==> config.mk <==
export PLATFORM = sky130hd
export DESIGN_NAME = pkt_len_framer
export DESIGN_NICKNAME = d
export VERILOG_FILES = /design/src/rtl/pkt_len_framer_pkg.sv /design/src/rtl/pkt_len_framer_beat_counter.sv /design/src/rtl/pkt_len_framer.sv
export SDC_FILE = /design/constraint.sdc
export NUM_CORES = 1
export LEC_CHECK = 0
export ABC_AREA = 1
export ABC_CLOCK_PERIOD_IN_PS = 6900
export CORE_ASPECT_RATIO = 0.5
export CORE_MARGIN = 4
export CORE_UTILIZATION = 39
export DETAILED_ROUTE_END_ITERATION = 12
export PLACE_DENSITY_LB_ADDON = 0.3
export SLEW_MARGIN = 20
export SYNTH_ARGS = -nofsm -noshare
export SYNTH_HDL_FRONTEND = slang
export SYNTH_HIERARCHICAL = 1
export SYNTH_SLANG_ARGS = --single-unit
==> constraint.sdc <==
create_clock -name clk -period 6.9 [get_ports clk]
set_clock_uncertainty 0.2 [all_clocks]
set_input_delay 1.38 -clock clk [delete_from_list [all_inputs] [get_ports clk]]
set_output_delay 1.38 -clock clk [all_outputs]
set_load 0.02 [all_outputs]
==> src/rtl/pkt_len_framer_pkg.sv <==
// Shared types and helpers for the packet-length framer.
// Target computation maps the command length encoding onto the last beat index.
package pkt_len_framer_pkg;

    typedef enum logic [0:0] {
        IDLE = 1'b0,
        PASS = 1'b1
    } state_t;

    // Result is truncated by the caller to its own LEN_W (LEN_W <= 32).
    function automatic logic [31:0] calc_target(input logic [31:0] len, input logic minus_one);
        return minus_one ? len : len - 32'd1;
    endfunction

endpackage

==> src/rtl/pkt_len_framer_beat_counter.sv <==
// Beat counter with loadable target; at_target flags the final beat index.
// Priority: clear, then load, then increment.
module pkt_len_framer_beat_counter #(
    parameter int LEN_W = 8
) (
    input  logic             clk,
    input  logic             rst,
    input  logic             i_load,
    input  logic [LEN_W-1:0] i_target,
    input  logic             i_incr,
    input  logic             i_clear,
    output logic [LEN_W-1:0] o_count,
    output logic             o_at_target
);

    logic [LEN_W-1:0] r_count;
    logic [LEN_W-1:0] r_target;

    always_ff @(posedge clk) begin
        if (rst) begin
            r_count  <= '0;
            r_target <= '0;
        end else if (i_clear) begin
            r_count <= '0;
        end else if (i_load) begin
            r_target <= i_target;
            r_count  <= '0;
        end else if (i_incr) begin
            r_count <= r_count + LEN_W'(1);
        end
    end

    assign o_count     = r_count;
    assign o_at_target = (r_count == r_target);

endmodule

==> src/rtl/pkt_len_framer.sv <==
// Length-framed stream gate: accepts a length command, then forwards exactly that
// many beats with out_last on the final one; supports zero-length and abort.
module pkt_len_framer
    import pkt_len_framer_pkg::*;
#(
    parameter int LEN_W         = 8,
    parameter int DATA_W        = 32,
    parameter bit LEN_MINUS_ONE = 1'b0
) (
    input  logic              clk,
    input  logic              rst,
    input  logic              cmd_val,
    input  logic [LEN_W-1:0]  cmd_len,
    output logic              cmd_rdy,
    input  logic              in_val,
    input  logic [DATA_W-1:0] in_data,
    output logic              in_rdy,
    output logic              out_val,
    output logic [DATA_W-1:0] out_data,
    output logic              out_last,
    input  logic              out_rdy,
    input  logic              abort,
    output logic              busy,
    output logic [LEN_W-1:0]  beat_count,
    output logic              pkt_done
);

    // Handshake: a command or beat moves only in a cycle where its valid and
    // ready are both high at the rising edge; neither side may depend on the
    // other having already moved.
    state_t           r_state;
    logic             r_pkt_done;
    logic             r_done_pend;

    logic             w_pass;
    logic             w_xfer;
    logic             w_last;
    logic             w_cmd_rdy;
    logic             w_cmd_acc;
    logic             w_zero_len;
    logic             w_load;
    logic             w_incr;
    logic             w_clear;
    logic             w_at_target;
    logic             w_done_xfer;
    logic             w_zero_acc;
    logic [1:0]       w_done_sum;
    logic [LEN_W-1:0] w_target;
    logic [LEN_W-1:0] w_count;

    assign w_pass     = (r_state == PASS);
    assign w_xfer     = in_val & out_rdy & w_pass & ~rst;
    assign w_last     = w_pass & w_at_target;
    assign w_zero_len = !LEN_MINUS_ONE && (cmd_len == '0);
    assign w_target   = LEN_W'(calc_target(32'(cmd_len), LEN_MINUS_ONE));

    // Ready on the last beat lets the next packet start with no bubble; abort blocks it.
    assign w_cmd_rdy  = ~rst & (~w_pass | (w_xfer & w_last & ~abort));
    assign w_cmd_acc  = cmd_val & w_cmd_rdy;

    assign w_load     = w_cmd_acc & ~w_zero_len;
    assign w_incr     = w_xfer & ~w_last;
    assign w_clear    = (w_pass & abort) | (w_xfer & w_last & ~w_load);

    // A last beat plus a zero-length command in one cycle yields two pulses,
    // so the second one is parked in r_done_pend for the following cycle.
    assign w_done_xfer = w_xfer & w_last & ~abort;
    assign w_zero_acc  = w_cmd_acc & w_zero_len;
    assign w_done_sum  = 2'(w_done_xfer) + 2'(w_zero_acc) + 2'(r_done_pend);

    always_ff @(posedge clk) begin
        if (rst) begin
            r_state     <= IDLE;
            r_pkt_done  <= 1'b0;
            r_done_pend <= 1'b0;
        end else begin
            r_pkt_done  <= |w_done_sum;
            r_done_pend <= w_done_sum[1];
            if (w_pass && abort) begin
                r_state <= IDLE;
            end else if (w_cmd_acc) begin
                r_state <= w_zero_len ? IDLE : PASS;
            end else if (w_xfer && w_last) begin
                r_state <= IDLE;
            end
        end
    end

    pkt_len_framer_beat_counter #(
        .LEN_W(LEN_W)
    ) u_beat_counter (
        .clk        (clk),
        .rst        (rst),
        .i_load     (w_load),
        .i_target   (w_target),
        .i_incr     (w_incr),
        .i_clear    (w_clear),
        .o_count    (w_count),
        .o_at_target(w_at_target)
    );

    assign cmd_rdy    = w_cmd_rdy;
    assign in_rdy     = out_rdy & w_pass & ~rst;
    assign out_val    = in_val & w_pass & ~rst;
    assign out_data   = in_data;
    assign out_last   = w_last;
    assign busy       = w_pass;
    assign beat_count = w_count;
    assign pkt_done   = r_pkt_done;

endmodule

==> summary.txt <==
Run status
  • Run status: finished clean

Final layout
  • Register Area: ~380 µm²
  • Multi-input logic area: 646 µm²
  • Ant. Diodes: 0
  • Layout Nets: about 250
  • Fillers: around 340
  • Cell area after layout: between 1500 and 2000 µm²
  • Area Growth Syn to Fin: 10.4%
  • Final core utilization: 0.479
  • Fraction of layout cells with a size suffix above 1: 0.0693

Floorplanning
  • Die W: just over 90 µm
  • # IOs: 92
  • Initial Utilization: 0.434
  • Row cnt: 14
  • Core area: approximately 3200 µm²
  • Chip Height: ~50 µm
  • Full die area: about 4600 µm²

Detailed routing
  • Antenna Nets Post-Route: 0
  • Drt via density: between 4 and 5
  • Via count: roughly 1.1k
  • # DRC: 0
  • Drt first pass iters: 4
  • Drt total wl: 2740 µm
  • DR WL/cell: between 10 and 15 µm
  • Iter 0 DRT Violations: 34

Worst setup path
  • Setup crit end kind: output pin
  • Startpoint Class: primary input
  • Reg2reg end: u_beat_counter/o_count[4]
  • CP Launch Point: rst
  • R2r worst-path depth: 16
  • Worst setup endpoint: cmd_rdy
  • WS Path Type: primary input to output pin
  • Flop-to-flop setup slack: around 4400 ps
  • Launching point of the worst reg2reg path: u_beat_counter/o_count[6]
  • Crit path required time: around 5300 ps
  • Worst EP arrival: roughly 3200 ps
  • Critical Path Fanout Max: 9

Synthesis
  • Post-synth EDFFs: 0
  • Synth warn: 6
  • Ys async rst share: 0
  • Synth cell count leaders: 36 x nor2_1, 32 x buf_4, 31 x nand2_1
  • Post-synthesis cell type count: 22
  • Mapped Nets: around 250
  • Largest area contributor in the netlist: dfxtp_1
  • Yosys reg bits: 19
  • Post-Syn Instances: about 200
  • Post-synthesis sequential area ratio: 0.275
  • Share of the synthesized area in the top cell type: 0.275
  • Syn avg cell area: about 6.8 µm²
  • Most frequent cell after synthesis: nor2_1
  • Synth top area cells: dfxtp_1 28%, buf_4 17%, nor2_1 9.8%
  • Ys flop type: dfxtp_1
  • Synth Cell Area: between 1000 and 1500 µm²

Global route
  • GRT Total Usage: 0.126
  • Largest net degree at the start of global routing: 12
  • First-pass GRT wire length: approximately 4700 µm
  • Total global routing overflow: 0
  • Vias in the first global route: approximately 1.1k
  • Initial antenna violation count: 0

Clock network
  • H-Tree Depth: 1
  • CTS Buf Count: 3
  • Clock sink total: 19
  • Root Driver: clkbuf_8
  • Postcts setup bufs: 0
  • CTS Buffer Depth: 2
  • PostCTS Resize Cnt: 0
  • CTS clk-pin slew, worst paths: approximately 80 ps
  • Clock Latency Late Sink: around 260 ps
  • Hold buffer count at CTS: 0
  • TritonCTS clock tree: done

Pwr
  • Static leakage: roughly 0.72 nW
  • Pwr Density: around 160 nW/µm²
  • Total power: around 0.24 mW
  • Worst VDD drop: 67.6 µV

Placed design
  • Hpwl dp: approximately 2200 µm
  • Post-Place Cell Area: 1480 µm²
  • I/O Buffers: 27
  • GP Congestion: 0.813

Min path
  • Hold path depth: 2
  • HP Class: register to register

Timing
  • Final TNS setup: 0 ps
  • Fmax: 211 MHz
  • Final Cycle Share: 0.688
  • Final hold viol count: 0
  • Final Max Slew Viols: 0
  • Setup violators final: 0
  • Fin crit period: ~4700 ps
  • Rel. slew slack: 0.725
  • Fin Hold WS: ~280 ps
  • Unrepaired setup endpoints after global routing: false
  • Worst slew pin tran: 411 ps

Job
  • Max Cap Violations: 0
==> flip-flops by register name (all words and copies together), names as in the netlist <==
signal and count:
u_beat_counter/o_count 8, u_beat_counter/r_target 8, busy 1, pkt_done 1
r_done_pend 1
==> worst max-delay path, stage by stage <==
cell             delay (ps)
clkdlybuf4s50_1         610
a21oi_1                 310
inv_1                    90
nor2_1                  150
clkdlybuf4s50_1         620
==> cells in the final DEF, fill, tap and decap left out, types with 3 or more instances in the layout <==
master / n
a21oi_1: 7
clkdlybuf4s50_1: 27
inv_1: 30
nand2_1: 31
clkbuf_8: 3
xor2_1: 13
nand3_1: 4
o21ai_0: 9
nand4_1: 3
nor2_1: 36
dfxtp_1: 19
==> area by class of cell <==
class	count	share of cell area
Tap cell	48	0.0393
Clock inverter	1	0.00328
Inverter	31	0.0762
Timing Repair Buffer	28	0.182
Clock buffer	3	0.0270
Sequential cell	19	0.249
Multi-Input combinational cell	120	0.423
==> worst min path at each step <==
stage,to,from,slack (ps)
after floorplan,u_beat_counter/r_target[3],u_beat_counter/r_target[3],240
after global placement,u_beat_counter/r_target[6],u_beat_counter/r_target[6],260
after detailed placement,u_beat_counter/r_target[6],u_beat_counter/r_target[6],270
after CTS,u_beat_counter/r_target[6],u_beat_counter/r_target[6],280
after global routing,u_beat_counter/r_target[6],u_beat_counter/r_target[6],310
final,u_beat_counter/r_target[6],u_beat_counter/r_target[6],280
==> per-layer routing <==
metal | wire (µm) | track usage | up-vias
met2 | 1220 | 0.196 | 31
met4 | 76 | 0.0862 | 0
li1 | - | - | 586
met3 | 147 | 0.0319 | 16
met5 | 0 | 0 | -
met1 | 1300 | 0.155 | 464
==> where the power goes <==
part           switching [mW]  internal (mW)  total (mW)
combinational          0.0251         0.0199      0.0451
sequential            0.00336          0.114       0.117
clock                  0.0404         0.0402      0.0806
total                  0.0689          0.174       0.243
==> cells by family (layout without fill, tap and decap cells) <==
group	after synthesis	after routing	synth area share
adders and majority gates	3	3	0.0326
buffers and inverters	63	63	0.258
muxes	1	1	0.00724
and+or+nand+nor	85	85	0.278
xor gates and xnor gates	13	13	0.0824
DFF	19	19	0.275
AOI/OAI and AO/OA	18	18	0.0670
==> through the flow <==
stage | instances | setup WS, ps
final | 250 | 2160
after global routing | 250 | 1960
after CTS | 250 | 2160
after detailed placement | 246 | 2170
after global placement | 246 | 2210
after floorplan | 202 | 3350
No activity file was read; power rests on OpenSTA's default activity.
